## src/rtl/adpll_cfg_pkg.sv

```systemverilog
// Shared constants and types for the ADPLL configuration bank.
package adpll_cfg_pkg;

   // Parameter word indices as seen by the loop filter and NCO
   localparam int IDX_NDIV       = 0;
   localparam int IDX_ALPHA      = 1;
   localparam int IDX_BETA       = 2;
   localparam int IDX_NCO_OFFSET = 3;
   localparam int IDX_NCO_THRESH = 4;
   localparam int IDX_KNCO       = 5;

   localparam int DEF_DW     = 5;
   localparam int DEF_NPARAM = 6;
   localparam int DEF_SELW   = 3;

   // Depth of the pin strobe synchroniser
   localparam int SYNC_STAGES = 3;

   typedef enum logic {
      ST_IDLE  = 1'b0,
      ST_ARMED = 1'b1
   } cfg_state_e;

endpackage

```

## src/rtl/adpll_cfg_bank_if.sv

```systemverilog
// Programming / readback bus of the configuration bank.
interface adpll_cfg_bank_if
   import adpll_cfg_pkg::*;
#(
   parameter int DW     = DEF_DW,
   parameter int NPARAM = DEF_NPARAM,
   parameter int SELW   = DEF_SELW
);
   logic                 prog;
   logic [SELW-1:0]      param_sel;
   logic [DW-1:0]        pgm_value;
   logic                 clr;
   logic                 commit;
   logic                 upd;
   logic [SELW-1:0]      rd_sel;
   logic [DW-1:0]        rd_data;
   logic [NPARAM*DW-1:0] cfg_active;
   logic                 cfg_update;
   logic                 pending;
   logic                 wr_err;

   modport master (
      output prog, param_sel, pgm_value, clr, commit, upd, rd_sel,
      input  rd_data, cfg_active, cfg_update, pending, wr_err
   );

   modport slave (
      input  prog, param_sel, pgm_value, clr, commit, upd, rd_sel,
      output rd_data, cfg_active, cfg_update, pending, wr_err
   );
endinterface

```

## src/rtl/adpll_pulse_sync.sv

```systemverilog
// Synchroniser for an async pin strobe with rising-edge detect on the
// last two stages.
module adpll_pulse_sync
   import adpll_cfg_pkg::*;
#(
   parameter int STAGES = SYNC_STAGES
) (
   input  logic clk,
   input  logic rst,
   input  logic async_in,
   output logic rise
);
   logic [STAGES:1] sync_pipe;

   // shift the pin level through the synchroniser chain
   always_ff @(posedge clk or negedge rst) begin
      if (!rst) sync_pipe <= '0;
      else      sync_pipe <= {sync_pipe[STAGES-1:1], async_in};
   end

   assign rise = sync_pipe[STAGES-1] & ~sync_pipe[STAGES];
endmodule

```

## src/rtl/adpll_cfg_bank.sv

```systemverilog
// Shadow/active parameter bank: pin writes land in shadow, and the whole
// bank is copied to active only on a loop-update strobe after a commit.
module adpll_cfg_bank
   import adpll_cfg_pkg::*;
#(
   parameter int DW     = DEF_DW,
   parameter int NPARAM = DEF_NPARAM,
   parameter int SELW   = DEF_SELW
) (
   input logic              clk,
   input logic              rst,
   adpll_cfg_bank_if.slave  bus
);
   logic                 wr;
   logic [NPARAM-1:0]    wr_hit;
   logic                 wr_oor;
   logic                 xfer;
   cfg_state_e           state, state_nxt;
   logic [DW-1:0]        shadow [NPARAM];
   logic [DW-1:0]        active [NPARAM];
   logic                 pending_q, wr_err_q, cfg_update_q;
   logic [DW-1:0]        rd_data_c;
   logic [NPARAM*DW-1:0] active_flat;

   adpll_pulse_sync u_prog_sync (
      .clk      (clk),
      .rst      (rst),
      .async_in (bus.prog),
      .rise     (wr)
   );

   // one-hot decode of the write target; no hit means the index is out of range
   for (genvar i = 0; i < NPARAM; i++) begin : g_hit
      assign wr_hit[i] = wr && (bus.param_sel == SELW'(i));
   end
   assign wr_oor = wr && ~|wr_hit;

   // commit FSM: transfer on upd once a commit has been seen; clr aborts
   always_comb begin
      state_nxt = state;
      xfer      = 1'b0;
      case (state)
         ST_IDLE:
            if (bus.commit) begin
               if (bus.upd) xfer      = 1'b1;
               else         state_nxt = ST_ARMED;
            end
         ST_ARMED:
            if (bus.upd) begin
               xfer      = 1'b1;
               state_nxt = ST_IDLE;
            end
         default: state_nxt = ST_IDLE;
      endcase
      if (bus.clr) begin
         state_nxt = ST_IDLE;
         xfer      = 1'b0;
      end
   end

   // FSM state register
   always_ff @(posedge clk or negedge rst) begin
      if (!rst) state <= ST_IDLE;
      else      state <= state_nxt;
   end

   // banks: active samples the pre-write shadow when both happen on one edge
   always_ff @(posedge clk or negedge rst) begin
      if (!rst) begin
         for (int i = 0; i < NPARAM; i++) begin
            shadow[i] <= '0;
            active[i] <= '0;
         end
      end else if (bus.clr) begin
         for (int i = 0; i < NPARAM; i++) begin
            shadow[i] <= '0;
            active[i] <= '0;
         end
      end else begin
         for (int i = 0; i < NPARAM; i++) begin
            if (xfer)      active[i] <= shadow[i];
            if (wr_hit[i]) shadow[i] <= bus.pgm_value;
         end
      end
   end

   // status flags; a fresh in-range write keeps pending set through a transfer
   always_ff @(posedge clk or negedge rst) begin
      if (!rst) begin
         pending_q    <= 1'b0;
         wr_err_q     <= 1'b0;
         cfg_update_q <= 1'b0;
      end else if (bus.clr) begin
         pending_q    <= 1'b0;
         wr_err_q     <= 1'b0;
         cfg_update_q <= 1'b0;
      end else begin
         cfg_update_q <= xfer;
         if (|wr_hit)   pending_q <= 1'b1;
         else if (xfer) pending_q <= 1'b0;
         if (wr_oor)    wr_err_q  <= 1'b1;
      end
   end

   // shadow readback, zero for unmapped indices
   always_comb begin
      rd_data_c = '0;
      for (int i = 0; i < NPARAM; i++)
         if (bus.rd_sel == SELW'(i)) rd_data_c = shadow[i];
   end

   // flatten the active bank, index i at [i*DW +: DW]
   always_comb begin
      active_flat = '0;
      for (int i = 0; i < NPARAM; i++)
         active_flat[i*DW +: DW] = active[i];
   end

   assign bus.rd_data    = rd_data_c;
   assign bus.cfg_active = active_flat;
   assign bus.cfg_update = cfg_update_q;
   assign bus.pending    = pending_q;
   assign bus.wr_err     = wr_err_q;
endmodule

```

## src/flat_wrapper.sv

```systemverilog
// flat-port wrapper written by rule: the top's interface ports become plain ports
module adpll_cfg_bank_flat import adpll_cfg_pkg::*;
#(
   parameter int DW     = DEF_DW,
   parameter int NPARAM = DEF_NPARAM,
   parameter int SELW   = DEF_SELW
)
  (clk, rst, bus_prog, bus_param_sel, bus_pgm_value, bus_clr, bus_commit, bus_upd, bus_rd_sel, bus_rd_data, bus_cfg_active, bus_cfg_update, bus_pending, bus_wr_err);
  adpll_cfg_bank_if #(.DW(DW), .NPARAM(NPARAM), .SELW(SELW)) bus_i ();
  input logic clk;
  input logic rst;
  input wire logic [$bits(bus_i.prog)-1:0] bus_prog;
  input wire logic [$bits(bus_i.param_sel)-1:0] bus_param_sel;
  input wire logic [$bits(bus_i.pgm_value)-1:0] bus_pgm_value;
  input wire logic [$bits(bus_i.clr)-1:0] bus_clr;
  input wire logic [$bits(bus_i.commit)-1:0] bus_commit;
  input wire logic [$bits(bus_i.upd)-1:0] bus_upd;
  input wire logic [$bits(bus_i.rd_sel)-1:0] bus_rd_sel;
  output wire logic [$bits(bus_i.rd_data)-1:0] bus_rd_data;
  output wire logic [$bits(bus_i.cfg_active)-1:0] bus_cfg_active;
  output wire logic [$bits(bus_i.cfg_update)-1:0] bus_cfg_update;
  output wire logic [$bits(bus_i.pending)-1:0] bus_pending;
  output wire logic [$bits(bus_i.wr_err)-1:0] bus_wr_err;
  assign bus_i.prog = bus_prog;
  assign bus_i.param_sel = bus_param_sel;
  assign bus_i.pgm_value = bus_pgm_value;
  assign bus_i.clr = bus_clr;
  assign bus_i.commit = bus_commit;
  assign bus_i.upd = bus_upd;
  assign bus_i.rd_sel = bus_rd_sel;
  assign bus_rd_data = bus_i.rd_data;
  assign bus_cfg_active = bus_i.cfg_active;
  assign bus_cfg_update = bus_i.cfg_update;
  assign bus_pending = bus_i.pending;
  assign bus_wr_err = bus_i.wr_err;
  adpll_cfg_bank #(.DW(DW), .NPARAM(NPARAM), .SELW(SELW)) u_core (.clk(clk), .rst(rst), .bus(bus_i));
endmodule
```

## config.mk

```make
export PLATFORM = sky130hd
export DESIGN_NAME = adpll_cfg_bank_flat
export DESIGN_NICKNAME = d
export VERILOG_FILES = /design/src/rtl/adpll_cfg_pkg.sv /design/src/rtl/adpll_cfg_bank_if.sv /design/src/rtl/adpll_pulse_sync.sv /design/src/rtl/adpll_cfg_bank.sv /design/src/flat_wrapper.sv
export SDC_FILE = /design/constraint.sdc
export NUM_CORES = 1
export LEC_CHECK = 0
export BUFFER_PORTS_ARGS = -buffer_cell sky130_fd_sc_hd__buf_2
export CAP_MARGIN = 10
export CORE_ASPECT_RATIO = 1.2
export CORE_MARGIN = 5
export CORE_UTILIZATION = 55
export CTS_BUF_LIST = sky130_fd_sc_hd__clkbuf_16
export DETAILED_ROUTE_END_ITERATION = 6
export PLACE_DENSITY = 0.77
export SYNTH_ARGS = -nofsm -noshare
export SYNTH_HDL_FRONTEND = slang
export SYNTH_SLANG_ARGS = --single-unit
```

## constraint.sdc

```tcl
create_clock -name clk -period 1.7 [get_ports clk]
set_input_delay 0.085 -clock clk [delete_from_list [all_inputs] [get_ports clk]]
set_output_delay 0.085 -clock clk [all_outputs]
set_load 0.03 [all_outputs]
```

* After elaboration in Yosys (flattened, before gate mapping)
Index checks and enable logic that the tools add are counted.
** Cells by class
- Add/sub/neg operators :: 0
- Multipliers :: 0
- Divide/modulo/power cells :: 0
- Order comparisons :: 0
- Eq/ne operators :: 10
- Shifts and indexed selects :: 0
- Multiplexer cells :: 34
- Bitwise gates (word level) :: 3
- Reductions and logical operators :: 20
** Operators by type and width (number)
- $mux W5 :: 18
- $mux W30 :: 2
- $reduce_bool A2 Y1 :: 8
- $eq A3 B2 Y1 const B :: 4
- $eq A3 B3 Y1 const B :: 4
- $mux W1 :: 12
- $logic_and A1 B1 Y1 :: 7
- $eq A3 B1 Y1 const B :: 2
- $logic_not A3 Y1 :: 2
- $reduce_or A6 Y1 :: 1
- $pmux W1 S2 :: 2
- $reduce_bool A3 Y1 :: 1
- $not A1 Y1 :: 2
- $and A1 B1 Y1 :: 1
- $logic_not A1 Y1 :: 1
** Word-level totals
- Flip-flop bits (word level) :: 67
- Bits in latches :: 0
- RAM bits :: 0
- Bits in read-only memories :: 0
- Input bits :: 17
- Output and inout port bits :: 38
- Logic and storage cells :: 84
- Memories kept :: 0

* Longest topological paths before layout
Gate-level depths: netlist (run 1).
- Depth after elaboration :: 8
- Gate-level depth with buffers :: 4
- Mapped depth without buffers :: 3

* Modules after synthesis
From an unflattened synthesis (run 1), not the netlist that was laid out.
** Second synthesis, totals
- Cell total of the unflattened synthesis :: 220
- Area total of the unflattened synthesis :: 2841.5 um2
** By module, submodules not included
- adpll_cfg_bank :: instances 1, cells an instance 216, area an instance 2752.6 um2, seq. area each 1601.5 um2
- adpll_pulse_sync :: instances 1, cells an instance 4, area an instance 88.8 um2, seq. area each 75.1 um2

* Worst setup path after synthesis (run 1)
OpenSTA, ideal clock, no wires.
- Path kind :: input to output
- From :: input port bus_rd_sel[0]
- To :: output port bus_rd_data[0]
- Arrival time :: 1340 ps
- Data required time :: 1615 ps
- Path slack :: 275 ps
- Stages :: 4
- Path buffers :: 2
- Path through :: buf_4 buf_6 mux2i_1 a221oi_1
** Between the ends
- Word-level cells in the longest chain between the ends :: 7
- Elaborated cells on any way between the ends :: 12
- Classes of those cells :: eq/ne: 5; mux: 6; reduce/logical: 1
** Ends and longest elaborated chain
- start, declared :: RTL line flat_wrapper.sv:18 : input wire logic [$bits(bus_i.rd_sel)-1:0] bus_rd_sel;
- $logic_not A3 Y1 :: RTL line adpll_cfg_bank.sv:109 : if (bus.rd_sel == SELW'(i)) rd_data_c = shadow[i];
- $mux W5 (5 in a row) :: RTL line adpll_cfg_bank.sv:109
- $mux W5 * :: RTL line adpll_cfg_bank.sv:109
- end, declared :: RTL line flat_wrapper.sv:19 : output wire logic [$bits(bus_i.rd_data)-1:0] bus_rd_data;
Every way passes the cells marked *; elsewhere a longest branch is shown, timed or not.

* Worst setup path in the final report (run 1)
- From :: register u_core.shadow[0] (netlist bit)
- To :: output port bus_rd_data[0]
** Between the ends
- Word-level cells in the longest chain between the ends :: 1
** Ends and longest elaborated chain
- start, declared :: RTL line adpll_cfg_bank.sv:19 : logic [DW-1:0] shadow [NPARAM];
- start signal, assigned by index :: RTL line adpll_cfg_bank.sv:82 : if (wr_hit[i]) shadow[i] <= bus.pgm_value;
- $mux W5 :: RTL line adpll_cfg_bank.sv:109
Every way passes these cells.

==> out/results.ini, run 1 <==
[timing]
rsz0062_at_grt=no
min_period_ns=1.61
slew_headroom_pct=73.7
slew_violations=0
finClkSkew_ns=0.00553
hold_viol_final=0
finalWorstSetupSlack_ns=0.0908
fmax_mhz=621
tightest_slew_ns=0.395
finalSetupViolCount=0
finalSetupTns_ns=0
hold_slack_ns=0.118
fin_crit_sh_pct=94.7

[min_path]
hold_path_class=input port to flip-flop
min-delay-start=bus_commit
min_to=u_core.state
hold_path_depth=3

[clock_tree]
htree_levels=3
path_clk_slew_ns=0.05
clk_latency_ns=0.32
tritoncts=done
cts_buffers=9
clock_path_buffers=2
clock_sinks=67
cts_root_buf=clkbuf_16

[power]
powerDensity_mw_per_mm2=1020
power.leakage_nw=1.92
peakVddDrop_mv=0.770

[synth]
ys_ff_latch=67
synth_largest_area_cell=dfrtp_1
synth.avg_cell_area_um2=13.3
synth_nets=237
synthDistinctLibCells=22
ys_warn_count=0
seq_area_frac_synth_pct=57.4
synth_top_area_share_pct=57.4
synth_area_mm2=0.00292
synth_cells=220
ys_top_cells_by_area=dfrtp_1 57%, mux2i_1 15%, a22o_1 9.3%, nand2b_1 7.5%, o21a_1 1.5%

[global_routing]
grt_util_all_layers_pct=20.4
grt_pass1_wl_um=11200
grt_max_degree=68
grt-ovfl-total=0
antenna_found_initial=0
grt_pass1_vias=2142

[finish]
final_common_cell=dfrtp_1
final_area_mm2=0.00356
multi_input_area_mm2=0.00117
layout.cells.non_filler=346
layout-drive-gt1-share_pct=27.8
n_fill_cell=393
regArea_mm2=0.00168
fin_nets=296
diodes=0
syn2layout_area_growth_pct=22.1
layout_common_cells=67 x dfrtp_1, 53 x buf_2, 45 x mux2i_1

[setup_path]
r2r_start=u_core.u_prog_sync.sync_pipe[3]
timing.rr.end=u_core.shadow[8]
start_kind=flip-flop
startpoint=u_core.shadow[0]
path_max_fanout=3
crit_required_ns=1.62
r2r_slack_ns=0.26
arrival_ns=1.52
reg2reg_depth=3
crit_type=flip-flop to primary output
crit_path_end_kind=primary output

[die]
placeableCoreArea_mm2=0.00523
die_h_um=89.8
dieArea_mm2=0.00687
fp-row-count=29
die_x_um=76.5
io_pins=55
start_util_pct=55.9

[routing]
drc=0
drt_iter0_markers=123
avgRoutedWirePerCell_um=18.7
via_per_inst=5.68
via_count=1965
ant_nets=0
drt_pre_antenna_iters=4
routed_wl_um=6480

[place]
place_area_mm2=0.00325
dp_cells=327
portBuffers=54
place.gp.congestion=0.787
hpwl_um=4380
post-place-ws_ns=0.297

[run_status]
status=complete, no violations

[flow_run]
drv_cap=0

==> cell type report <==
class                           instances  area share, %
Sequential cell                        67           47.0
Multi-Input combinational cell        139           32.9
Timing Repair Buffer                   62           9.90
Clock buffer                            9           6.32
Tap cell                               62           2.18
Clock inverter                          7           1.68
==> metrics by stage <==
stage	utilization (%)	power (mW)
CTS	68.2	3.67
floorplan	-	1.80
global route	68.2	3.79
global placement	62.1	1.91
detailed placement	62.1	1.91
finish	68.2	3.63
==> where the power goes <==
part | leakage [nW] | total (mW) | internal, mW | switching, mW
logic | 0.863 | 0.261 | 0.0923 | 0.168
clock network | 0.135 | 1.74 | 1.11 | 0.630
registers | 0.925 | 1.63 | 1.62 | 0.0144
==> state kept, by name (all words and copies together), names as in the netlist <==
name and flops:
u_core.bus.cfg_update 1, u_core.shadow 30, u_core.bus.wr_err 1, u_core.u_prog_sync.sync_pipe 3
u_core.state 1, u_core.bus.cfg_active 30, u_core.bus.pending 1
==> worst max path at each step <==
stage,to,slack [ns],depth (start not counted)
after detailed placement,u_core.shadow[6],0.30,3
after global routing,bus_rd_data[1],0.01,4
after floorplan,bus_rd_data[0],0.27,4
after CTS,bus_rd_data[0],0.10,4
after global placement,u_core.shadow[12],0.34,3
final,bus_rd_data[0],0.09,4
==> what timing repair did <==
action,in CTS,in global routing
hold buffers,3,0
setup endpoints to repair,0,1
hold endpoints to repair,69,0
gates resized for setup,0,1
buffers inserted,0,0
==> critical path: stages (launching register included) <==
cell	delay (ns)
dfrtp_1	0.38
mux2i_1	0.10
o21a_1	0.18
a221oi_1	0.27
buf_2	0.26
==> cell usage after synthesis <==
master,number
mux2i_1,45
buf_4,1
buf_6,2
nor3b_4,1
dfrtp_1,67
nand4b_2,1
nor3_1,1
a22o_1,31
a21oi_1,1
nand2b_1,35
buf_2,7
o21a_1,6
nand3b_2,1
clkbuf_1,4
a31oi_1,1
nand2_2,1
nand3_2,2
nor2_1,5
a221oi_1,5
nor2b_1,1
nor3b_2,1
and3b_1,1
==> per-layer routing <==
| metal | global-route usage [%] | vias up | wire length, um |
|---|---|---|---|
| met5 | 0 | - | 0 |
| met3 | 6.10 | 4 | 244 |
| li1 | - | 923 | - |
| met2 | 32.8 | 44 | 3290 |
| met1 | 26.5 | 994 | 2880 |
| met4 | 6.85 | 0 | 60 |
==> cells by family after synthesis <==
kind of cell / Yosys count / share of synthesized area [%]
DFF: 67 / 57.4
and+or+nand+nor: 50 / 11.7
muxes: 45 / 15.4
AOI/OAI and AO/OA: 44 / 12.7
buffers and inverters: 14 / 2.74
Power figures use the tool's default switching activity.
==> run 2, diff against run 1 <==
--- a/config.mk
+++ b/config.mk
@@ -5,14 +5,14 @@
 export SDC_FILE = /design/constraint.sdc
 export NUM_CORES = 1
 export LEC_CHECK = 0
-export BUFFER_PORTS_ARGS = -buffer_cell sky130_fd_sc_hd__buf_2
 export CAP_MARGIN = 10
 export CORE_ASPECT_RATIO = 1.2
 export CORE_MARGIN = 5
-export CORE_UTILIZATION = 55
+export CORE_UTILIZATION = 39
 export CTS_BUF_LIST = sky130_fd_sc_hd__clkbuf_16
 export DETAILED_ROUTE_END_ITERATION = 6
-export PLACE_DENSITY = 0.77
+export DONT_BUFFER_PORTS = 1
+export PLACE_DENSITY = 0.51
 export SYNTH_ARGS = -nofsm -noshare
 export SYNTH_HDL_FRONTEND = slang
 export SYNTH_SLANG_ARGS = --single-unit
==> out/results.ini, run 2 (synthesized netlist as in run 1, its figures left out) <==
[die]
die_h_um=105
placeableCoreArea_mm2=0.00727
io_pins=55
start_util_pct=40.1
dieArea_mm2=0.00933
fp-row-count=34
die_x_um=89.0

[clock_tree]
htree_levels=3
tritoncts=done
clk_latency_ns=0.32
clock_path_buffers=2
cts_setup_buffers=0
cts_root_buf=clkbuf_16
cts_buffers=9
clock_sinks=67
cts_hold_buffers=7
cts_resized=0
path_clk_slew_ns=0.05

[min_path]
hold_path_class=input port to flip-flop

[global_routing]
grt_max_degree=68
antenna_found_initial=0
grt_pass1_vias=1984
grt_pass1_wl_um=11100
grt_util_all_layers_pct=16.0
grt-ovfl-total=0

[finish]
layout_common_cells=67 x dfrtp_1, 45 x mux2i_1, 35 x nand2b_1
layout-drive-gt1-share_pct=13.0
final_common_cell=dfrtp_1
n_fill_cell=649
regArea_mm2=0.00168
multi_input_area_mm2=0.00117
fin_nets=250
syn2layout_area_growth_pct=15.7
diodes=0

[power]
power_mw=3.48
p_int_mw=2.67
p_seq_share_pct=47.3
peakVddDrop_mv=0.667
comb_power_share_pct=6.2
powerDensity_mw_per_mm2=1030
power.leakage_nw=1.69
pwr-share-clk_pct=46.5
p_switching_mw=0.812
swShare_pct=23.3

[place]
portBuffers=0
hpwl_um=4790
place.gp.congestion=0.815

[routing]
drt_iter0_markers=78
via_count=1816
routed_wl_um=7060
drc=0
ant_nets=0
avgRoutedWirePerCell_um=21.5
via_per_inst=5.54
drt_pre_antenna_iters=4

[setup_path]
crit_required_ns=1.62
crit_chain=mux2i_1 -> o21a_1 -> a221oi_1 -> buf_4
critical_path.slowest_cell=dfrtp_1
crit_type=flip-flop to primary output
cp_slowest_stage_delay_ns=0.38
start_kind=flip-flop
path_max_fanout=3
crit_path_end_kind=primary output
arrival_ns=1.51

[timing]
fin_crit_sh_pct=93.8
rsz0062_at_grt=no
fmax_mhz=627
hold_viol_final=0
slew_violations=0
min_period_ns=1.59
finalSetupTns_ns=0
finalSetupViolCount=0
tightest_slew_ns=0.945
finClkSkew_ns=0.00303
slew_headroom_pct=36.8

[run_status]
status=complete, no violations

[flow_run]
drv_cap=0

## run 2: critical path: cells and delay by family, from the launching register on
kind / cells / cell delay (ns)
buffers and inverters: 1 / 0.23
flip-flops: 1 / 0.38
multiplexers: 1 / 0.09
AO/OA/AOI/OAI: 2 / 0.50
## run 2: through the flow
step	utilization [%]	setup slack [ns]	hold slack (ns)	cells	area, um^2
3_5_place_dp	41.6	0.368	-0.209	305	3030
6_report	46.4	0.105	0.0208	328	3380
5_1_grt	46.4	0.0172	0.0120	328	3380
4_1_cts	46.4	0.0896	0.00685	328	3380
2_1_floorplan	-	0.275	-0.211	220	2920
3_3_place_gp	41.6	0.399	-0.209	305	3030
## run 2: path summary, 6_finish.rpt
path                                                  from                         endpoint  slack (ns)  cells past startpoint
setup / recovery                          u_core.shadow[2]                   bus_rd_data[2]        0.11                      4
hold / removal                                     bus_clr               u_core.bus.pending        0.02                      2
setup reg to reg           u_core.u_prog_sync.sync_pipe[3]                u_core.shadow[13]        0.34                      3
hold reg to reg            u_core.u_prog_sync.sync_pipe[1]  u_core.u_prog_sync.sync_pipe[2]        0.35                      0
max in group asynchronous                              rst        u_core.bus.cfg_active[24]        1.12                      2
min in group asynchronous                              rst            u_core.bus.cfg_update        0.30                      2
## run 2: layer usage
| metal | part of all wire [%] | vias to the layer above | GRT usage (%) |
|---|---|---|---|
| met3 | 5.3 | 14 | 4.49 |
| met4 | 2.9 | 0 | 7.77 |
| li1 | - | 835 | - |
| met5 | 0 | - | 0 |
| met1 | 44 | 922 | 21.3 |
| met2 | 47 | 45 | 23.7 |
## run 2: layout make-up
| class | count | area share (%) |
|---|---|---|
| Sequential cell | 67 | 49.6 |
| Timing Repair Buffer | 16 | 4.59 |
| Tap cell | 90 | 3.33 |
| Clock inverter | 7 | 1.07 |
| Multi-Input combinational cell | 139 | 34.7 |
| Clock buffer | 9 | 6.67 |
## run 2: power groups by stage
stage	registers (mW)	clock network, mW	logic [mW]
floorplan	1.67	0	0.137
global route	1.65	1.72	0.234
finish	1.64	1.62	0.215
detailed placement	1.67	0	0.158
CTS	1.65	1.65	0.219
global placement	1.67	0	0.155
==> run 3, diff against run 2 <==
--- a/config.mk
+++ b/config.mk
@@ -5,6 +5,7 @@
 export SDC_FILE = /design/constraint.sdc
 export NUM_CORES = 1
 export LEC_CHECK = 0
+export ABC_AREA = 1
 export CAP_MARGIN = 10
 export CORE_ASPECT_RATIO = 1.2
 export CORE_MARGIN = 5
@@ -12,7 +13,7 @@
 export CTS_BUF_LIST = sky130_fd_sc_hd__clkbuf_16
 export DETAILED_ROUTE_END_ITERATION = 6
 export DONT_BUFFER_PORTS = 1
-export PLACE_DENSITY = 0.51
+export PLACE_DENSITY_LB_ADDON = 0.3
 export SYNTH_ARGS = -nofsm -noshare
 export SYNTH_HDL_FRONTEND = slang
 export SYNTH_SLANG_ARGS = --single-unit
==> out/results.ini, run 3 <==
[setup_path]
crit_path_end_kind=primary output
startpoint=u_core.shadow[20]
crit_type=flip-flop to primary output
crit_buf_inv=0
r2r_slack_ns=0.25
arrival_ns=1.39
cp_slowest_stage_delay_ns=0.39
crit_required_ns=1.62
reg2reg_depth=3
crit_chain=nand4_1 -> nand2_1 -> nor2_1 -> nand4_1
path_max_fanout=2
path_delay_family=simple AND/OR/NAND/NOR gates
r2r_start=u_core.state
start_kind=flip-flop
cp.depth=4
cpMostUsedCell=nand4_1
critical_path.slowest_cell=dfrtp_1
timing.rr.end=u_core.bus.cfg_active[18]
cp-endpoint=bus_rd_data[0]

[routing]
avgRoutedWirePerCell_um=17.6
via_per_inst=5.19
ant_nets=0
drt_pre_antenna_iters=4
routed_wl_um=7490
via_count=2213
drc=0
drt_iter0_markers=148

[timing]
rsz0062_at_grt=no
min_period_ns=1.48
slew_violations=0
hold_slack_ns=0.0748
fmax_mhz=677
finalWorstSetupSlack_ns=0.223
finalSetupViolCount=0
finalSetupTns_ns=0
slew_headroom_pct=54.8
finClkSkew_ns=0.00711
hold_viol_final=0
fin_crit_sh_pct=86.9
tightest_slew_ns=0.675

[finish]
fin_util_pct=45.7
layout.cells.non_filler=426
syn2layout_area_growth_pct=14.1
regArea_mm2=0.00168
diodes=0
layout-drive-gt1-share_pct=9.52
multi_input_area_um2=976
n_fill_cell=715
final_common_cell=dfrtp_1
layout_common_cells=67 x dfrtp_1, 59 x nand2_1, 51 x o21ai_0
final_area_mm2=0.00331
fin_nets=349

[place]
post-place-ws_ns=0.288
portBuffers=0
place.gp.congestion=0.888
dp_cells=404
place_area_mm2=0.00297
hpwl_um=5110

[power]
power.leakage_nw=1.54
powerDensity_mw_per_mm2=1130
p_switching_mw=1.01
swShare_pct=26.9
comb_power_share_pct=9.0
peakVddDrop_mv=0.528
power_mw=3.74
p_int_mw=2.74
p_seq_share_pct=48.5
pwr-share-clk_pct=42.5

[global_routing]
grt_util_all_layers_pct=17.5
antenna_found_initial=0
grt_pass1_vias=2338
grt-ovfl-total=0
grt_max_degree=68
grt_pass1_wl_um=12400

[synth]
synth_cells=324
ys_warn_count=0
synth_ff_type=dfrtp_1
ys_top_cells_by_area=dfrtp_1 58%, o21ai_0 8.8%, nand2_1 7.6%, nand3_1 6.7%, inv_1 5.1%
synthTopCellsByCount=67 x dfrtp_1, 59 x nand2_1, 51 x o21ai_0
synth_top_area_share_pct=57.9
synthDistinctLibCells=22
synth_most_common_cell=dfrtp_1
ys_ff_latch=67
synth_edf_count=0
synth_nets=341
synth_area_mm2=0.00290
seq_area_frac_synth_pct=57.9
async_flop_share_pct=100
synth.avg_cell_area_um2=8.94
synth_largest_area_cell=dfrtp_1

[clock_tree]
htree_levels=3
clk_latency_ns=0.33
clock_path_buffers=2
cts_root_buf=clkbuf_16
cts_buffers=9
cts_resized=0
path_clk_slew_ns=0.06
tritoncts=done
cts_hold_buffers=7
clock_sinks=67
cts_setup_buffers=0

[die]
fp-row-count=34
start_util_pct=40.1
die_x_um=88.7
placeableCoreArea_mm2=0.00723
dieArea_mm2=0.00926
die_h_um=104
io_pins=55

[flow_run]
drv_cap=0

[min_path]
hold_path_class=input port to flip-flop

[run_status]
status=complete, no violations

[run 3: kinds of logic after synthesis]
family | Yosys count | share of synthesized area [%]
AND/OR/NAND/NOR | 139 | 22.4
buffers and inverters | 55 | 8.46
flip-flops | 67 | 57.9
AO/OA/AOI/OAI | 63 | 11.3
[run 3: how the worst min path moves through the flow]
| stage | slack [ns] | cells after the start | to | start |
|---|---|---|---|---|
| finish | 0.07 | 4 | u_core.shadow[12] | bus_pgm_value[2] |
| global route | 0.12 | 4 | u_core.shadow[26] | bus_pgm_value[1] |
| CTS | 0.08 | 4 | u_core.shadow[12] | bus_pgm_value[2] |
| detailed placement | -0.21 | 0 | u_core.bus.cfg_active[8] | rst |
| global placement | -0.21 | 0 | u_core.bus.cfg_active[14] | rst |
| floorplan | -0.21 | 0 | u_core.bus.cfg_active[0] | rst |
[run 3: power groups by stage]
stage	logic, mW	clock network, mW	registers (mW)
after floorplan	0.227	0	1.82
after global routing	0.389	1.68	1.83
final	0.338	1.59	1.81
after CTS	0.343	1.60	1.82
after global placement	0.280	0	1.84
after detailed placement	0.288	0	1.84
[run 3: cell type report]
| type | instances | share of cell area (%) |
|---|---|---|
| Inverter | 43 | 4.88 |
| Multi-Input combinational cell | 202 | 29.5 |
| Tap cell | 90 | 3.41 |
| Sequential cell | 67 | 50.7 |
| Clock inverter | 6 | 0.795 |
| Clock buffer | 9 | 6.81 |
| Timing Repair Buffer | 9 | 3.86 |
[run 3: per-layer routing]
layer / vias up / track usage, % / wire length, um
li1: 1075 / - / -
met1: 1070 / 22.6 / 3150
met2: 57 / 27.2 / 3670
met3: 11 / 5.47 / 553
met4: 0 / 6.70 / 104
met5: - / 0 / 0
[run 3: worst min-delay path: cells and delay by family]
| family | cells | cell delay (ns) |
|---|---|---|
| AO/OA/AOI/OAI | 1 | 0.07 |
| buffers and inverters | 1 | 0.08 |
| AND/OR/NAND/NOR | 2 | 0.13 |
